## src/rtl/apb_arb_pkg.sv

```systemverilog
// Shared types and defaults for the two-requester APB master.
// Holds the transfer FSM state enum, default bus widths and the width of the
// optional ACCESS timeout counter.
package apb_arb_pkg;

  typedef enum logic [1:0] {
    IDLE   = 2'd0,
    SETUP  = 2'd1,
    ACCESS = 2'd2
  } apb_state_e;

  localparam int ADDR_W_DEF         = 16;
  localparam int DATA_W_DEF         = 32;
  localparam int TIMEOUT_CYCLES_DEF = 16;

  // The counter only ever holds 0 .. cycles-1 before the abort fires.
  function automatic int to_cnt_w(input int cycles);
    return (cycles < 2) ? 1 : $clog2(cycles);
  endfunction

  localparam int TO_CNT_W_DEF = to_cnt_w(TIMEOUT_CYCLES_DEF);

endpackage

```

## src/rtl/apb_arb_master_rr_arb2.sv

```systemverilog
// Two-way round-robin arbiter: one-hot grant from a 2-bit request vector.
// Latency: grant is combinational from req_i; pointer moves on the edge where adv_i is high.
// Backpressure: none; the caller decides via adv_i whether a grant is consumed.
//
// Ports:
//   clk_i, rst_ni  clock, asynchronous active-low reset
//   req_i[1:0]     requests
//   adv_i          grant is being taken this cycle; rotate priority
//   gnt_o[1:0]     one-hot grant (0 when no request)
module rr_arb2 (
  input  logic       clk_i,
  input  logic       rst_ni,
  input  logic [1:0] req_i,
  input  logic       adv_i,
  output logic [1:0] gnt_o
);

  // ptr_q = 1 means requester 1 wins a tie; resets to favour requester 0.
  logic ptr_q, ptr_d;

  always_comb begin
    gnt_o = 2'b00;
    case (req_i)
      2'b01:   gnt_o = 2'b01;
      2'b10:   gnt_o = 2'b10;
      2'b11:   gnt_o = ptr_q ? 2'b10 : 2'b01;
      default: gnt_o = 2'b00;
    endcase
  end

  // After serving requester 0 the tie goes to 1, and vice versa.
  always_comb begin
    ptr_d = ptr_q;
    if (adv_i && (gnt_o != 2'b00)) begin
      ptr_d = gnt_o[0];
    end
  end

  always_ff @(posedge clk_i or negedge rst_ni) begin
    if (!rst_ni) begin
      ptr_q <= 1'b0;
    end else begin
      ptr_q <= ptr_d;
    end
  end

endmodule

```

## src/rtl/apb_arb_master.sv

```systemverilog
// Two-requester APB master: round-robin arbitration, APB SETUP/ACCESS sequencing, response return.
// Latency: grant cycle T, SETUP T+1, ACCESS T+2.., done pulse one cycle after the PREADY cycle.
// Backpressure: requesters hold iREQn until oGNTn; slave stalls via iPREADY (bounded only with APB_TIMEOUT_EN).
//
// Ports:
//   iPCLK, iPRESETn                  clock, asynchronous active-low reset
//   iREQn/iWRITEn/iADDRn/iWDATAn/iSTRBn  command from requester n (n = 0, 1)
//   oGNTn                            command accepted this cycle (combinational)
//   oDONEn, oRDATA, oERR             completion pulse and its response
//   oPSEL..oPSTRB, iPRDATA/iPREADY/iPSLVERR  APB master side
// Optional feature macro: APB_TIMEOUT_EN (abort ACCESS after TIMEOUT_CYCLES stalled cycles).
module apb_arb_master
  import apb_arb_pkg::*;
#(
  parameter int ADDR_W         = ADDR_W_DEF,
  parameter int DATA_W         = DATA_W_DEF,
  parameter int TIMEOUT_CYCLES = TIMEOUT_CYCLES_DEF
) (
  input  logic                iPCLK,
  input  logic                iPRESETn,
  input  logic                iREQ0,
  input  logic                iREQ1,
  input  logic                iWRITE0,
  input  logic                iWRITE1,
  input  logic [ADDR_W-1:0]   iADDR0,
  input  logic [ADDR_W-1:0]   iADDR1,
  input  logic [DATA_W-1:0]   iWDATA0,
  input  logic [DATA_W-1:0]   iWDATA1,
  input  logic [DATA_W/8-1:0] iSTRB0,
  input  logic [DATA_W/8-1:0] iSTRB1,
  output logic                oGNT0,
  output logic                oGNT1,
  output logic                oDONE0,
  output logic                oDONE1,
  output logic [DATA_W-1:0]   oRDATA,
  output logic                oERR,
  output logic                oPSEL,
  output logic                oPENABLE,
  output logic                oPWRITE,
  output logic [ADDR_W-1:0]   oPADDR,
  output logic [DATA_W-1:0]   oPWDATA,
  output logic [DATA_W/8-1:0] oPSTRB,
  input  logic [DATA_W-1:0]   iPRDATA,
  input  logic                iPREADY,
  input  logic                iPSLVERR
);

  localparam int STRB_W = DATA_W / 8;

  apb_state_e state_q, state_d;

  logic [1:0] arb_gnt;
  logic       grant_en;
  logic       take;

  // Latched command doubles as the APB address/control/data registers, so
  // these hold their last values through IDLE without extra storage.
  logic              cmd_id_q;
  logic              pwrite_q;
  logic [ADDR_W-1:0] paddr_q;
  logic [DATA_W-1:0] pwdata_q;
  logic [STRB_W-1:0] pstrb_q;

  logic              psel_q, psel_d;
  logic              penable_q, penable_d;
  logic              done_q, done_d;
  logic [DATA_W-1:0] rdata_q, rdata_d;
  logic              err_q, err_d;
  logic              to_hit;

  logic              sel_write;
  logic [ADDR_W-1:0] sel_addr;
  logic [DATA_W-1:0] sel_wdata;
  logic [STRB_W-1:0] sel_strb;

  // Grants are only offered in IDLE; the reset term keeps oGNTn low while
  // reset is asserted even if a request is already pending.
  assign grant_en = (state_q == IDLE) && iPRESETn;

  rr_arb2 u_arb (
    .clk_i  (iPCLK),
    .rst_ni (iPRESETn),
    .req_i  ({iREQ1, iREQ0}),
    .adv_i  (grant_en),
    .gnt_o  (arb_gnt)
  );

  assign take  = grant_en && (arb_gnt != 2'b00);
  assign oGNT0 = grant_en && arb_gnt[0];
  assign oGNT1 = grant_en && arb_gnt[1];

  assign sel_write = arb_gnt[1] ? iWRITE1 : iWRITE0;
  assign sel_addr  = arb_gnt[1] ? iADDR1  : iADDR0;
  assign sel_wdata = arb_gnt[1] ? iWDATA1 : iWDATA0;
  assign sel_strb  = arb_gnt[1] ? iSTRB1  : iSTRB0;

`ifdef APB_TIMEOUT_EN
  localparam int CntW = to_cnt_w(TIMEOUT_CYCLES);
  logic [CntW-1:0] to_cnt_q, to_cnt_d;

  // Fires on the last permitted stalled ACCESS cycle, so ACCESS lasts
  // exactly TIMEOUT_CYCLES cycles when PREADY never arrives.
  assign to_hit = (state_q == ACCESS) && !iPREADY &&
                  (to_cnt_q == CntW'(TIMEOUT_CYCLES - 1));

  always_comb begin
    to_cnt_d = to_cnt_q;
    if (state_q == SETUP) begin
      to_cnt_d = '0;
    end else if ((state_q == ACCESS) && !iPREADY) begin
      to_cnt_d = to_cnt_q + 1'b1;
    end
  end

  always_ff @(posedge iPCLK or negedge iPRESETn) begin
    if (!iPRESETn) begin
      to_cnt_q <= '0;
    end else begin
      to_cnt_q <= to_cnt_d;
    end
  end
`else
  logic unused_timeout_cfg;
  assign unused_timeout_cfg = (TIMEOUT_CYCLES != 0);
  assign to_hit = 1'b0;
`endif

  // FSM: state register
  always_ff @(posedge iPCLK or negedge iPRESETn) begin
    if (!iPRESETn) begin
      state_q <= IDLE;
    end else begin
      state_q <= state_d;
    end
  end

  // FSM: next state
  always_comb begin
    state_d = state_q;
    case (state_q)
      IDLE:    if (take) state_d = SETUP;
      SETUP:   state_d = ACCESS;
      ACCESS:  if (iPREADY || to_hit) state_d = IDLE;
      default: state_d = IDLE;
    endcase
  end

  // FSM: outputs. PSEL/PENABLE are decoded from the next state and
  // registered, so the pins come straight from flops.
  always_comb begin
    psel_d    = (state_d != IDLE);
    penable_d = (state_d == ACCESS);
    done_d    = 1'b0;
    rdata_d   = rdata_q;
    err_d     = err_q;
    if ((state_q == ACCESS) && iPREADY) begin
      done_d  = 1'b1;
      rdata_d = pwrite_q ? '0 : iPRDATA;
      err_d   = iPSLVERR;
    end else if (to_hit) begin
      done_d  = 1'b1;
      rdata_d = '0;
      err_d   = 1'b1;
    end
  end

  always_ff @(posedge iPCLK or negedge iPRESETn) begin
    if (!iPRESETn) begin
      psel_q    <= 1'b0;
      penable_q <= 1'b0;
      done_q    <= 1'b0;
      rdata_q   <= '0;
      err_q     <= 1'b0;
      cmd_id_q  <= 1'b0;
      pwrite_q  <= 1'b0;
      paddr_q   <= '0;
      pwdata_q  <= '0;
      pstrb_q   <= '0;
    end else begin
      psel_q    <= psel_d;
      penable_q <= penable_d;
      done_q    <= done_d;
      rdata_q   <= rdata_d;
      err_q     <= err_d;
      if (take) begin
        cmd_id_q <= arb_gnt[1];
        pwrite_q <= sel_write;
        paddr_q  <= sel_addr;
        pwdata_q <= sel_wdata;
        pstrb_q  <= sel_write ? sel_strb : '0;
      end
    end
  end

  // cmd_id_q is still the finished transfer's id during the done cycle:
  // a new grant in that cycle only overwrites it at the following edge.
  assign oDONE0   = done_q && !cmd_id_q;
  assign oDONE1   = done_q &&  cmd_id_q;
  assign oRDATA   = rdata_q;
  assign oERR     = err_q;
  assign oPSEL    = psel_q;
  assign oPENABLE = penable_q;
  assign oPWRITE  = pwrite_q;
  assign oPADDR   = paddr_q;
  assign oPWDATA  = pwdata_q;
  assign oPSTRB   = pstrb_q;

endmodule

```

## config.mk

```make
export PLATFORM = sky130hd
export DESIGN_NAME = apb_arb_master
export DESIGN_NICKNAME = d
export VERILOG_FILES = /design/src/rtl/apb_arb_pkg.sv /design/src/rtl/apb_arb_master_rr_arb2.sv /design/src/rtl/apb_arb_master.sv
export SDC_FILE = /design/constraint.sdc
export NUM_CORES = 1
export LEC_CHECK = 0
export BUFFER_PORTS_ARGS = -buffer_cell sky130_fd_sc_hd__clkbuf_2
export CAP_MARGIN = 10
export CORE_MARGIN = 2
export CORE_UTILIZATION = 39
export DETAILED_ROUTE_END_ITERATION = 8
export GPL_TIMING_DRIVEN = 1
export MAX_ROUTING_LAYER = met4
export PLACE_DENSITY = 0.88
export SKIP_CTS_REPAIR_TIMING = 1
export SLEW_MARGIN = 20
export SYNTH_ARGS = -nofsm -noshare
export SYNTH_HDL_FRONTEND = slang
export SYNTH_SLANG_ARGS = --single-unit
```

## constraint.sdc

```tcl
create_clock -name iPCLK -period 1.38 [get_ports iPCLK]
set_input_delay 0.276 -clock iPCLK [delete_from_list [all_inputs] [get_ports iPCLK]]
set_output_delay 0.276 -clock iPCLK [all_outputs]
set_load 0.03 [all_outputs]
```

==> results.sh <==
export IMPL_grt_first_pass_wirelength_um=15800
export IMPL_rsz0062_at_grt="true"
export IMPL_io_buffers=235
export IMPL_reg2reg_setup_slack_ps=-230
export IMPL_synth_avg_cell_area_um2=9.57
export IMPL_fin_crit_ps=1700
export IMPL_fmax_mhz=589
export IMPL_vias_per_cell=4.94
export IMPL_drcViolationCount=0
export IMPL_period_share=1.23
export IMPL_maxCapViolCount=0
export IMPL_ir_drop_uv=1120
export IMPL_yosysTopAreaCellShare=0.610
export IMPL_power_density_mw_per_mm2=2200
export IMPL_syn_to_final_growth_pct=54.5
export IMPL_finClkSkew_ps=9.06
export IMPL_wl_um=12200
export IMPL_antenna_found_initial=0
export IMPL_grt_max_degree=67
export IMPL_final_core_util=0.612
export IMPL_ys_types=21
export IMPL_gp_congestion=0.787
export IMPL_start_util=0.396
export IMPL_core_mm2=0.00964
export IMPL_swShare=0.458
export IMPL_crit_path_end_kind="primary output"
export IMPL_syn_inst=399
export IMPL_register_area_mm2=0.00233
export IMPL_cts_buffers=9
export IMPL_setup_tns_ps=-10210
export IMPL_internal_power_mw=7.05
export IMPL_hold_path_class="in2async"
export IMPL_regToRegStartpoint="state_q[0]"
export IMPL_cts_max_level=3
export IMPL_num_rows=36
export IMPL_final_nets=794
export IMPL_yosysMostFrequentCell="nor2_1"
export IMPL_slew_violations=0
export IMPL_drt_iter0_drc=92
export IMPL_syn_area_mm2=0.00382
export IMPL_nFillCells=847
export IMPL_clk_pin_slew_ps=80
export IMPL_ys_ff_latch=93
export IMPL_clock_sinks=93
export IMPL_first_global_vias=3586
export IMPL_track_usage=0.194
export IMPL_final_layout_size_suffix_gt1_frac=0.478
export IMPL_synth_area_leaders="dfrtp_1 61%, nor2_1 9.5%, o22ai_1 7.9%"
export IMPL_yosysTopAreaCell="dfrtp_1"
export IMPL_ys_flop_type="dfrtp_1"
export IMPL_drtAntennaViolNets=0
export IMPL_multiInputGateArea_mm2=0.00156
export IMPL_synth_fp_nets=543
export IMPL_wl_per_cell_um=15.5
export IMPL_r2r_end="oPWDATA[21]"
export IMPL_worst_slew_pin_slew_ps=613
export IMPL_seqPwrFrac=0.364
export IMPL_num_vias=3889
export IMPL_reg2reg_depth=7
export IMPL_die_h_um=103
export IMPL_status="finished, violations left"
export IMPL_yosysWarnings=0
export IMPL_finalSetupViolations=56
export IMPL_dr_pass1_iters=5
export IMPL_hpwl_um=7900
export IMPL_die_area_mm2=0.0106
export IMPL_violations="negative setup slack"
export IMPL_synthArstFlopShare=1.00
export IMPL_synth_common_cells="97 x nor2_1, 93 x dfrtp_1, 48 x nand2_1, 48 x o22ai_1, 34 x nand2b_1"
export IMPL_required_ps=1100
export IMPL_cts_tree="done"
export IMPL_die_w_um=103
export IMPL_criticalPathCategory="reg2out"
export IMPL_p_sw_mw=5.95
export IMPL_antennaDiodeCount=0
export IMPL_clock_tree_root_cell="clkbuf_8"
export IMPL_slew_headroom=0.591
export IMPL_yosysSeqAreaShare=0.610
export IMPL_crit_fanout=2
export IMPL_hold_viol=0
export IMPL_start_kind="register"
export IMPL_critPathArrivalTime_ps=1420
export IMPL_ios=236
export IMPL_post_route_worst_setup_slack_ps=-317
export IMPL_grt_ovfl_total=0
export IMPL_report_power_total_mw=13.0
export IMPL_clockBufferDepth=2
export IMPL_leakagePower_nw=3.03
export IMPL_synth_edff_count=0
export IMPL_clockPowerShare=0.137
export IMPL_insertion_delay_ps=350
export IMPL_p_comb_frac=0.499
==> flip-flops by register name, summed over array words and instances (netlist names) <==
signal	cells
oPENABLE	1
oPADDR	16
oPSTRB	4
oERR	1
done_q	1
oPWDATA	32
oPWRITE	1
oPSEL	1
cmd_id_q	1
u_arb.ptr_q	1
oRDATA	32
state_q	2
==> stage by stage <==
stage	setup slack, ps	instance area (um2)	cells	hold slack (ps)
2_1_floorplan	-11.4	3860	399	-19.6
3_3_place_gp	-73.4	5230	756	460
3_5_place_dp	-171	5230	756	470
4_1_cts	-509	5420	772	94.5
5_1_grt	-411	5900	788	119
6_report	-317	5900	788	116
==> final cells by class <==
class                   count  area share
flip-flops and latches     93       0.395
repair buffers            265       0.274
multi-input cells         277       0.265
well taps                 133      0.0282
clock buffers              12      0.0246
clock inverters             4     0.00806
inverters                   4     0.00552
==> power groups by stage <==
stage	clock network [mW]	logic (mW)	registers (mW)
6_report	1.78	6.49	4.72
5_1_grt	1.96	6.95	4.86
4_1_cts	1.84	5.88	4.71
3_5_place_dp	0	5.88	4.74
3_3_place_gp	0	5.73	4.69
2_1_floorplan	0	1.61	6.98
==> metal layers <==
| metal | routed length (um) | track usage |
|---|---|---|
| met4 | 285 | 0.0891 |
| met3 | 912 | 0.0386 |
| met5 | 0 | - |
| met2 | 6320 | 0.339 |
| met1 | 4720 | 0.213 |
==> how the worst max path moves through the flow <==
stage                   to  slack (ps)  cells past startpoint        from
2_1_floorplan        oGNT1         -10                      4  state_q[1]
3_3_place_gp   oPWDATA[10]         -70                      5  state_q[1]
3_5_place_dp    oPADDR[13]        -170                      5  state_q[1]
4_1_cts              oGNT1        -510                      4  state_q[1]
5_1_grt              oGNT1        -410                      5  state_q[0]
6_report             oGNT1        -320                      5  state_q[0]
==> worst max-delay path, stage by stage, from the launching register on <==
cell	delay (ps)
dfrtp_1	420
nor3b_4	230
buf_6	140
nand3_4	100
inv_8	60
buf_8	110
==> placed cells by master (no fill, tap or decap) <==
cell,synthesis,routed
o221ai_4,0,1
o21ai_4,0,1
nand3_4,0,2
o22ai_2,0,23
nand3b_1,1,1
bufinv_16,0,1
clkbuf_16,0,5
clkinv_2,0,2
clkbuf_8,0,10
buf_12,0,5
nor3b_4,0,1
o21ai_0,32,31
nand2b_1,34,34
clkbuf_1,18,2
nor2b_1,1,1
buf_8,0,1
clkinv_4,0,2
inv_1,3,1
o22ai_1,48,25
clkinvlp_4,0,1
nor2_1,97,97
dfrtp_4,0,1
mux2_2,2,2
buf_6,1,6
dfrtp_1,93,92
buf_4,0,17
buf_16,0,1
and2_1,1,1
nand2_1,48,48
clkbuf_2,0,230
mux2i_1,4,4
inv_8,0,1
o21ai_1,4,5
==> cell families (layout without fill, tap and decap cells) <==
| family | Yosys count | after routing | share of synthesized area |
|---|---|---|---|
| AO/OA/AOI/OAI | 86 | 86 | 0.132 |
| buffers and inverters | 29 | 285 | 0.0324 |
| flip-flops | 93 | 93 | 0.610 |
| AND/OR/NAND/NOR | 185 | 185 | 0.209 |
| multiplexers | 6 | 6 | 0.0164 |
Power figures use the tool's default switching activity.
